File: src/rtl/dmem_uart_pkg.sv
// dmem_uart_pkg: shared types and constants for the memory-mapped UART TX.
//   - tx_state_t     : serializer FSM states
//   - OFS_*          : register word offsets (address[3:2])
//   - ST_*           : STATUS read-field bit positions
//   - frame constants: 8N1 line levels and data bit count
package dmem_uart_pkg;

    typedef enum logic [1:0] {
        IDLE  = 2'd0,
        START = 2'd1,
        DATA  = 2'd2,
        STOP  = 2'd3
    } tx_state_t;

    // Word offsets within the 16-byte window; byte lanes address[1:0] are ignored.
    localparam logic [1:0] OFS_TXDATA = 2'd0;
    localparam logic [1:0] OFS_STATUS = 2'd1;
    localparam logic [1:0] OFS_CLKDIV = 2'd2;

    localparam int ST_FULL    = 0;
    localparam int ST_EMPTY   = 1;
    localparam int ST_BUSY    = 2;
    localparam int ST_OVF     = 3;
    localparam int ST_CNT_LSB = 4;

    localparam int       DATA_BITS = 8;
    localparam logic     START_BIT = 1'b0;
    localparam logic     STOP_BIT  = 1'b1;

endpackage

File: src/rtl/sync_fifo.sv
// sync_fifo: single-clock FIFO with registered pointers and occupancy count.
// Ports:
//   clk, rst_n   : clock, synchronous active-low reset (empties the FIFO)
//   push, wdata  : write request/data (ignored when full unless popping too)
//   pop, rdata   : read request; rdata shows the head combinationally
//   full, empty  : status flags
//   count        : current number of entries (0..DEPTH)
module sync_fifo #(
    parameter int WIDTH = 8,
    parameter int DEPTH = 8
) (
    input  logic                     clk,
    input  logic                     rst_n,
    input  logic                     push,
    input  logic [WIDTH-1:0]         wdata,
    input  logic                     pop,
    output logic [WIDTH-1:0]         rdata,
    output logic                     full,
    output logic                     empty,
    output logic [$clog2(DEPTH):0]   count
);

    localparam int AW = $clog2(DEPTH);
    localparam int CW = AW + 1;

    logic [WIDTH-1:0] mem [DEPTH];
    logic [AW-1:0]    wptr, rptr;
    logic [CW-1:0]    cnt;
    logic             do_push, do_pop;

    assign full    = (cnt == CW'(DEPTH));
    assign empty   = (cnt == '0);
    assign count   = cnt;
    assign rdata   = mem[rptr];
    // A push into a full FIFO is legal when the head leaves in the same cycle.
    assign do_pop  = pop && !empty;
    assign do_push = push && (!full || do_pop);

    always_ff @(posedge clk) begin
        if (do_push) mem[wptr] <= wdata;
    end

    always_ff @(posedge clk) begin
        if (!rst_n) begin
            wptr <= '0;
            rptr <= '0;
            cnt  <= '0;
        end else begin
            if (do_push) wptr <= wptr + AW'(1);
            if (do_pop)  rptr <= rptr + AW'(1);
            case ({do_push, do_pop})
                2'b10:   cnt <= cnt + CW'(1);
                2'b01:   cnt <= cnt - CW'(1);
                default: cnt <= cnt;
            endcase
        end
    end

endmodule

File: src/rtl/dmem_uart_tx.sv
// dmem_uart_tx: UART transmitter responding on the CPU_Core data-memory bus.
// Stores to TXDATA are queued and sent as 8N1 frames on tx; loads return
// STATUS / CLKDIV. The system muxes read_data in place of RAM when hit=1.
// Ports:
//   CLK, RSTn          : clock, synchronous active-low reset
//   MemWrite, MemRead  : store / load strobes
//   address            : byte address (window decoded on address[9:4])
//   write_data         : store data
//   read_data          : load data, 0 unless MemRead && hit
//   hit                : address falls inside the register window
//   tx                 : serial output, idle high, driven from a flop
module dmem_uart_tx
    import dmem_uart_pkg::*;
#(
    parameter logic [9:0]  BASE_ADDR    = 10'h3F0,
    parameter int          FIFO_DEPTH   = 8,
    parameter logic [15:0] CLKDIV_RESET = 16'd434
) (
    input  logic        CLK,
    input  logic        RSTn,
    input  logic        MemWrite,
    input  logic        MemRead,
    input  logic [9:0]  address,
    input  logic [31:0] write_data,
    output logic [31:0] read_data,
    output logic        hit,
    output logic        tx
);

    localparam int CW = $clog2(FIFO_DEPTH) + 1;

    logic [1:0]    ofs;
    logic          wr_en, wr_tx;
    logic          push, pop;
    logic          full, empty;
    logic [CW-1:0] count;
    logic [7:0]    fifo_head;
    logic [31:0]   count32;
    logic [3:0]    cnt_disp;

    logic [15:0]   clkdiv;
    logic          overflow;

    tx_state_t     state;
    logic [7:0]    shreg;
    logic [2:0]    bit_idx;
    logic [15:0]   bit_cnt;
    logic [15:0]   bit_div;
    logic          tx_q;
    logic          bit_done;

    logic          unused_bits;
    assign unused_bits = ^{write_data[31:16], address[1:0]};

    assign hit   = (address[9:4] == BASE_ADDR[9:4]);
    assign ofs   = address[3:2];
    assign wr_en = MemWrite && hit;
    assign wr_tx = wr_en && (ofs == OFS_TXDATA);

    // Bit timer counts down from bit_div-1; a bit period ends at zero.
    assign bit_done = (bit_cnt == 16'd0);
    // Head leaves the FIFO when a new frame is launched, either from IDLE or
    // straight out of the last STOP cycle.
    assign pop  = !empty && ((state == IDLE) || (state == STOP && bit_done));
    assign push = wr_tx && (!full || pop);

    sync_fifo #(
        .WIDTH (8),
        .DEPTH (FIFO_DEPTH)
    ) u_fifo (
        .clk   (CLK),
        .rst_n (RSTn),
        .push  (push),
        .wdata (write_data[7:0]),
        .pop   (pop),
        .rdata (fifo_head),
        .full  (full),
        .empty (empty),
        .count (count)
    );

    // Registers
    always_ff @(posedge CLK) begin
        if (!RSTn) begin
            clkdiv   <= CLKDIV_RESET;
            overflow <= 1'b0;
        end else begin
            if (wr_en && ofs == OFS_CLKDIV)
                clkdiv <= (write_data[15:0] == 16'd0) ? 16'd1 : write_data[15:0];
            if (wr_tx && full && !pop)
                overflow <= 1'b1;
            else if (wr_en && ofs == OFS_STATUS && write_data[ST_OVF])
                overflow <= 1'b0;
        end
    end

    // Serializer. bit_div freezes the divider for the whole frame so a CLKDIV
    // write only affects the next frame.
    always_ff @(posedge CLK) begin
        if (!RSTn) begin
            state   <= IDLE;
            shreg   <= '0;
            bit_idx <= '0;
            bit_cnt <= '0;
            bit_div <= 16'd1;
            tx_q    <= STOP_BIT;
        end else begin
            case (state)
                IDLE: begin
                    tx_q <= STOP_BIT;
                    if (!empty) begin
                        shreg   <= fifo_head;
                        bit_div <= clkdiv;
                        bit_cnt <= clkdiv - 16'd1;
                        tx_q    <= START_BIT;
                        state   <= START;
                    end
                end
                START: begin
                    if (bit_done) begin
                        bit_cnt <= bit_div - 16'd1;
                        bit_idx <= '0;
                        tx_q    <= shreg[0];
                        state   <= DATA;
                    end else begin
                        bit_cnt <= bit_cnt - 16'd1;
                    end
                end
                DATA: begin
                    if (bit_done) begin
                        bit_cnt <= bit_div - 16'd1;
                        if (bit_idx == 3'(DATA_BITS - 1)) begin
                            tx_q  <= STOP_BIT;
                            state <= STOP;
                        end else begin
                            bit_idx <= bit_idx + 3'd1;
                            shreg   <= {1'b0, shreg[7:1]};
                            tx_q    <= shreg[1];
                        end
                    end else begin
                        bit_cnt <= bit_cnt - 16'd1;
                    end
                end
                STOP: begin
                    if (bit_done) begin
                        if (!empty) begin
                            shreg   <= fifo_head;
                            bit_div <= clkdiv;
                            bit_cnt <= clkdiv - 16'd1;
                            tx_q    <= START_BIT;
                            state   <= START;
                        end else begin
                            state   <= IDLE;
                        end
                    end else begin
                        bit_cnt <= bit_cnt - 16'd1;
                    end
                end
                default: state <= IDLE;
            endcase
        end
    end

    assign tx = tx_q;

    assign count32  = 32'(count);
    assign cnt_disp = (count32 > 32'd15) ? 4'hF : count32[3:0];

    always_comb begin
        read_data = 32'd0;
        if (MemRead && hit) begin
            case (ofs)
                OFS_STATUS: begin
                    read_data[ST_FULL]                   = full;
                    read_data[ST_EMPTY]                  = empty;
                    read_data[ST_BUSY]                   = (state != IDLE);
                    read_data[ST_OVF]                    = overflow;
                    read_data[ST_CNT_LSB+3:ST_CNT_LSB]   = cnt_disp;
                end
                OFS_CLKDIV: read_data[15:0] = clkdiv;
                default:    read_data = 32'd0;
            endcase
        end
    end

endmodule

File: config.mk
export PLATFORM = sky130hd
export DESIGN_NAME = dmem_uart_tx
export DESIGN_NICKNAME = d
export VERILOG_FILES = /design/src/rtl/dmem_uart_pkg.sv /design/src/rtl/sync_fifo.sv /design/src/rtl/dmem_uart_tx.sv
export SDC_FILE = /design/constraint.sdc
export NUM_CORES = 1
export LEC_CHECK = 0
export CAP_MARGIN = 5
export CORE_MARGIN = 2
export CORE_UTILIZATION = 57
export CTS_CLUSTER_SIZE = 16
export DETAILED_ROUTE_END_ITERATION = 6
export GPL_TIMING_DRIVEN = 1
export PLACE_DENSITY = 0.78
export SLEW_MARGIN = 5
export SYNTH_ARGS = -nofsm -noshare
export SYNTH_HDL_FRONTEND = slang
export SYNTH_SLANG_ARGS = --single-unit
File: constraint.sdc
create_clock -name CLK -period 3.5 [get_ports CLK]
set_input_delay 0.35 -clock CLK [delete_from_list [all_inputs] [get_ports CLK]]
set_output_delay 0.35 -clock CLK [all_outputs]
set_load 0.02 [all_outputs]
Word level (Yosys, flattened, before mapping)
Memory sizes are Yosys's and may differ from the RTL's. A register that Yosys moved wholly into a read port is not among the register bits.
Cells that the tools add are included.
Widths: inputs -> output; s select.

storage, ports and cells
  memories kept = 1
  flip-flop bits (word level) = 73
  word-level logic and storage cells = 116
  RAM bits = 64
  memory bits (read-only) = 0
  bits in latches = 0
  output and inout bits = 34

cells by class
  multiplexer cells = 42
  shift-type cells = 0
  divide/modulo/power cells = 0
  reductions and logical operators = 36
  bitwise operators = 0
  add/subtract/negate cells = 8
  $mul = 0
  $lt $le $gt $ge = 1
  eq/ne operators = 17

memory list
  memory      depth  bits a word  read ports  clocked after memory_dff  write ports  line             text
  u_fifo.mem  8      8            1           1                         1            sync_fifo.sv:26  logic [WIDTH-1:0] mem [DEPTH];

operator list
  cell                   number
  $mux 16                7
  $pmux 16 s3            1
  $sub 16x1->16 const B  3
  $mux 8                 5
  $logic_not 16->1       2
  $pmux 16 s2            1
  $pmux 8 s3             1
  $pmux 8 s2             1
  $mux 3                 5
  $ne 2x2->1 const B     7
  $logic_and 1x1->1      13
  $reduce_and 4->1       3
  $mux 1                 11
  $mux 2                 5
  $reduce_bool 2->1      5
  $add 3x1->3 const B    3
  $eq 2x2->1 const B     4
  $pmux 2 s4             1
  $pmux 4 s2             1
  $eq 2x1->1 const B     3
  $eq 6x6->1 const B     1
  $pmux 3 s2             1
  $reduce_and 5->1       1
  $add 4x1->4 const B    1
  13 further kinds       18

Logic depth before layout (Yosys ltp)
  depth in word-level cells = 9
  depth in mapped cells = 14

Modules after synthesis
From an unflattened synthesis, not the netlist that was laid out.

unflattened totals
  cells, all modules = 684
  area, all modules = 7344.5 sq um

modules (own cells, without submodules)
  module        cells an instance  area each (sq um)  instances
  dmem_uart_tx  508                4140.2             1
  sync_fifo     176                3204.3             1

Least setup slack after synthesis
OpenSTA, ideal clock, no wires.

  path type = reg-to-reg
  start = reg bit_cnt[0]
  end = reg u_fifo.cnt[2] (netlist: u_fifo.count[2])
  arrival = 2745 ps
  path slack = 684 ps
  stages on the path, launching flop included = 14
  data required time = 3429 ps
  path buffers = 0
  path through = dfxtp_1 -> inv_1 -> ha_1 -> nor4b_2 -> nand4_4 -> o211ai_1 -> nand2_2 -> ha_1 -> xor2_1 -> ha_1 -> a21oi_1 -> xor2_1 -> or3_1 -> a21oi_1

on the way
  longest elaborated chain between the ends = 9
  elaborated cells on any way between the ends = 13
  classes of those cells = 2 x eq/ne; 1 x mux; 10 x reduce/logical

ends and longest elaborated chain
  element                                                line                                 text
  start, declared                                        dmem_uart_tx.sv:47                   logic [15:0] bit_cnt;
  start signal, assigned                                 dmem_uart_tx.sv:114                  bit_cnt <= clkdiv - 16'd1;
  start signal, assigned                                 dmem_uart_tx.sv:121                  bit_cnt <= bit_div - 16'd1;
  start signal, assigned                                 dmem_uart_tx.sv:126                  bit_cnt <= bit_cnt - 16'd1;
  $logic_not 16->1 *                                     dmem_uart_tx.sv:61                   assign bit_done = (bit_cnt == 16'd0);
  $logic_and 1x1->1 *                                    dmem_uart_tx.sv:64                   assign pop = !empty && ((state == IDLE) || (state == STOP && bit_done));
  $logic_or 1x1->1 *                                     dmem_uart_tx.sv:64
  $logic_and 1x1->1 *                                    dmem_uart_tx.sv:64
  $logic_or 1x1->1 or $logic_and 1x1->1 (tied branches)  dmem_uart_tx.sv:65, sync_fifo.sv:36
  $logic_and 1x1->1 or $logic_or 1x1->1 (tied branches)  dmem_uart_tx.sv:65, sync_fifo.sv:37
  $logic_and 1x1->1                                      sync_fifo.sv:37                      assign do_push = push && (!full || do_pop);
  $eq 2x1->1 or $eq 2x2->1 (tied branches)               sync_fifo.sv:51                      case ({do_push, do_pop})
  $pmux 4 s2 or $reduce_bool 2->1 (tied branches)        n/a
  end signal, assigned                                   sync_fifo.sv:52                      2'b10: cnt <= cnt + CW'(1);
  end signal, assigned                                   sync_fifo.sv:53                      2'b01: cnt <= cnt - CW'(1);
  end signal, assigned                                   sync_fifo.sv:54                      default: cnt <= cnt;
  end, declared                                          sync_fifo.sv:28                      logic [CW-1:0] cnt;

Every way passes the cells marked *; elsewhere a longest branch is shown, timed or not.
A chain may end at the register's enable or synchronous reset.

Worst setup path after layout
Same ends and word-level chain as after synthesis.

==> flow_summary.json <==
{
  "worstSetupStartpointType": "register",
  "internal_power_mw": 3.89,
  "synthDistinctLibCells": 66,
  "via_per_inst": 6.01,
  "slew_headroom_pct": 46.6,
  "yosysSeqAreaShare_pct": 48.7,
  "crit_type": "reg -> reg",
  "hold_buffers": 0,
  "p_clk_share_pct": 29.1,
  "status": "completed",
  "cp_slowest_stage_delay_ps": 440,
  "die_h_um": 115,
  "ant_nets": 0,
  "start_util_pct": 58.7,
  "vias": 5471,
  "yosys_register_bits": 140,
  "cp-end-kind": "register",
  "rows": 40,
  "final.min_clock_period_ps": 3200,
  "drive_gt1_share_pct": 11.2,
  "coreArea_um2": 12100,
  "netlist_instances": 683,
  "fin_crit_sh_pct": 91.3,
  "track_usage_pct": 26.8,
  "grt_max_degree": 47,
  "cp_common_cell": "ha_1",
  "crit_fanout": 9,
  "port_buffers": 45,
  "overflow": 0,
  "antenna_found_initial": 0,
  "grt_pass1_vias": 5412,
  "fin_setup_tns_ps": 0,
  "synth-main-ff-cell": "dfxtp_1",
  "synth_area_um2": 7080,
  "cts_max_path_buffers": 2,
  "drc_errors": 0,
  "first_pass_iters": 5,
  "comb_power_share_pct": 39.4,
  "die_x_um": 115,
  "cp_slowest_cell": "o211ai_1",
  "synthArstFlopShare_pct": 0,
  "fillerInstances": 863,
  "post_drt_wl_per_cell_um": 18.5,
  "dpl.hpwl_mm": 11.7,
  "n_antenna_cell": 0,
  "crit_chain": "inv_1 > ha_1 > nor4b_2 > nand4_4 > o211ai_1 > nand2_2 > ha_1 > xor2_1 > ha_1 > a21oi_1 > xor2_1 > or3_1 > a21oi_1",
  "cts_setup_buffers": 0,
  "clk-insertion-delay-late_ps": 430,
  "grt_pass1_wl_mm": 27.2,
  "die_area_um2": 13300,
  "p_sw_mw": 2.41,
  "crit_required_ps": 3850,
  "setup_viol": 0,
  "cts-resized-gates": 0,
  "htreeDepth": 4,
  "cts.sinks": 140,
  "pin_count": 80,
  "tightest_slew_ps": 798,
  "pwr-share-seq_pct": 31.5,
  "postSynthAreaPerCell_um2": 10.4,
  "syn2layout_area_growth_pct": 16.7,
  "wl_mm": 16.8,
  "sw_frac_of_total_pct": 38.2,
  "power_leakage_nw": 2.94,
  "synth_warnings": 0,
  "final-max-slew-violation-count": 0,
  "max_clock_freq_ghz": 0.313,
  "synth_edf_count": 64,
  "rrSetupSlack_ps": 300,
  "hold_path_class": "reg -> reg",
  "root_buffer": "clkbuf_16",
  "drt_iter0_markers": 496,
  "skew_ps": 7.73,
  "path_clk_slew_ps": 60,
  "cts_tree": "done",
  "gp_congestion": 0.879,
  "cts_buffers": 17,
  "cp_data_arrival_time_ps": 3550,
  "final_nets": 794,
  "irDropWorstVdd_mv": 0.487,
  "powerDensity_nw_per_um2": 763,
  "max_cap_violations": 0,
  "hold_viol_final": 0,
  "rsz0062_at_grt": "no",
  "whs_ps": 462
}
[area by class of cell]
type	count	area, um^2	share of cell area, %
flip-flops and latches	140	3440	41.7
multi-input cells	493	3370	40.8
repair buffers	62	578	7.00
clock buffers	17	425	5.15
well taps	168	210	2.55
clock inverters	15	178	2.15
inverters	15	56.3	0.682
[worst max-delay path: cells and delay by family, from the launching register on]
kind,cells,cell delay [ps]
adder cells (fa/ha/maj),3,650
buffers and inverters,1,90
XOR/XNOR,2,260
AO/OA/AOI/OAI,3,740
AND/OR/NAND/NOR,4,1030
flip-flops,1,350
[synth_stat cells, drive strengths merged (2+ instances only)]
cell type	instances	area (um^2)
xnor2	26	228
a22oi	16	120
nor2	69	262
mux4	16	360
and4	2	17.5
nand3	22	115
o221ai	4	35.0
and2	10	62.6
or4	4	30.0
xor2	19	166
o21ai	23	115
mux2i	8	80.1
a211o	3	26.3
edfxtp	64	1920
o211ai	7	52.6
nor4	15	145
nor3b	2	20.0
a21boi	2	30.0
a221o	4	40.0
a211oi	4	35.0
o22a	3	26.3
o32ai	2	17.5
a31oi	5	31.3
nor4b	3	32.5
nand2b	8	50.1
o31ai	8	70.1
nand4	8	65.1
inv	15	56.3
and3	5	31.3
clkbuf	21	78.8
ha	19	238
or3	4	25.0
buf	29	189
a21oi	38	190
nor2b	5	31.3
nand2	69	262
o22ai	11	68.8
nor3	20	100
a21o	3	22.5
dfxtp	76	1520
[layout by cell type (no fill, tap or decap), drive strengths merged, types with 4 or more instances in the layout]
master and count:
a211oi 4, a21oi 38, a221o 4, a22oi 16, a31oi 5, and2 10
and3 5, buf 17, clkbuf 17, clkdlybuf4s50 45, conb 16, dfxtp 76
edfxtp 64, ha 19, inv 22, mux2i 8, mux4 16, nand2 69
nand2b 8, nand3 22, nand4 8, nor2 69, nor2b 5, nor3 20
nor4 15, o211ai 7, o21ai 23, o221ai 4, o22ai 11, o31ai 8
or3 4, or4 4, xnor2 26, xor2 19
[sequential cells by signal (all words and copies together) (netlist names), named ones only]
name and flops:
overflow 1, bit_div 16, bit_cnt 16, u_fifo.mem 64, state 2, clkdiv 16, bit_idx 3, u_fifo.count 4
u_fifo.wptr 3, tx 1, u_fifo.rptr 3, shreg 8
[path summary, 6_finish.rpt]
path,startpoint,end,cells past startpoint
setup / recovery,bit_cnt[0]$_SDFF_PN0_,u_fifo.count[2]$_SDFFE_PN0P_,13
hold / removal,overflow$_SDFFE_PN0P_,overflow$_SDFFE_PN0P_,2
setup reg to reg,bit_cnt[0]$_SDFF_PN0_,u_fifo.count[2]$_SDFFE_PN0P_,13
hold reg to reg,overflow$_SDFFE_PN0P_,overflow$_SDFFE_PN0P_,2
[metal layers]
| layer | track usage [%] | vias to the layer above | wire length, um |
|---|---|---|---|
| li1 | - | 2571 | - |
| met1 | 35.4 | 2625 | 7080 |
| met2 | 42.7 | 246 | 8190 |
| met3 | 6.90 | 29 | 1280 |
| met4 | 10.4 | 0 | 248 |
| met5 | 0 | - | 0 |
[cells by family (layout without fill, tap and decap cells)]
family	Yosys count	in the layout	synth area share [%]
simple gates	249	249	18.0
xor+xnor	45	45	5.57
fa+ha+maj	19	19	3.36
mux	25	25	6.38
other cells	1	16	0.0530
flops	140	140	48.7
buf+inv	65	109	4.58
compound gates	139	139	13.4
[power groups by stage]
stage	sequential (mW)	combinational, mW	clock, mW
2_1_floorplan	1.97	1.94	0
3_3_place_gp	2.01	2.38	0
3_5_place_dp	2.02	2.41	0
4_1_cts	1.98	2.44	1.84
5_1_grt	2.01	2.71	1.90
6_report	1.98	2.48	1.83
[metrics by stage]
stage / utilization [%] / setup slack [ps] / instance area, um^2 / power, mW / std cells
after global placement: 63.5 / 422 / 7650 / 4.39 / 878
final: 68.5 / 303 / 8260 / 6.30 / 910
after detailed placement: 63.5 / 329 / 7650 / 4.43 / 878
after floorplan: - / 684 / 7130 / 3.90 / 698
after CTS: 68.5 / 305 / 8260 / 6.26 / 910
after global routing: 68.5 / 79.1 / 8260 / 6.61 / 910
(Power assumes the default switching activity.)
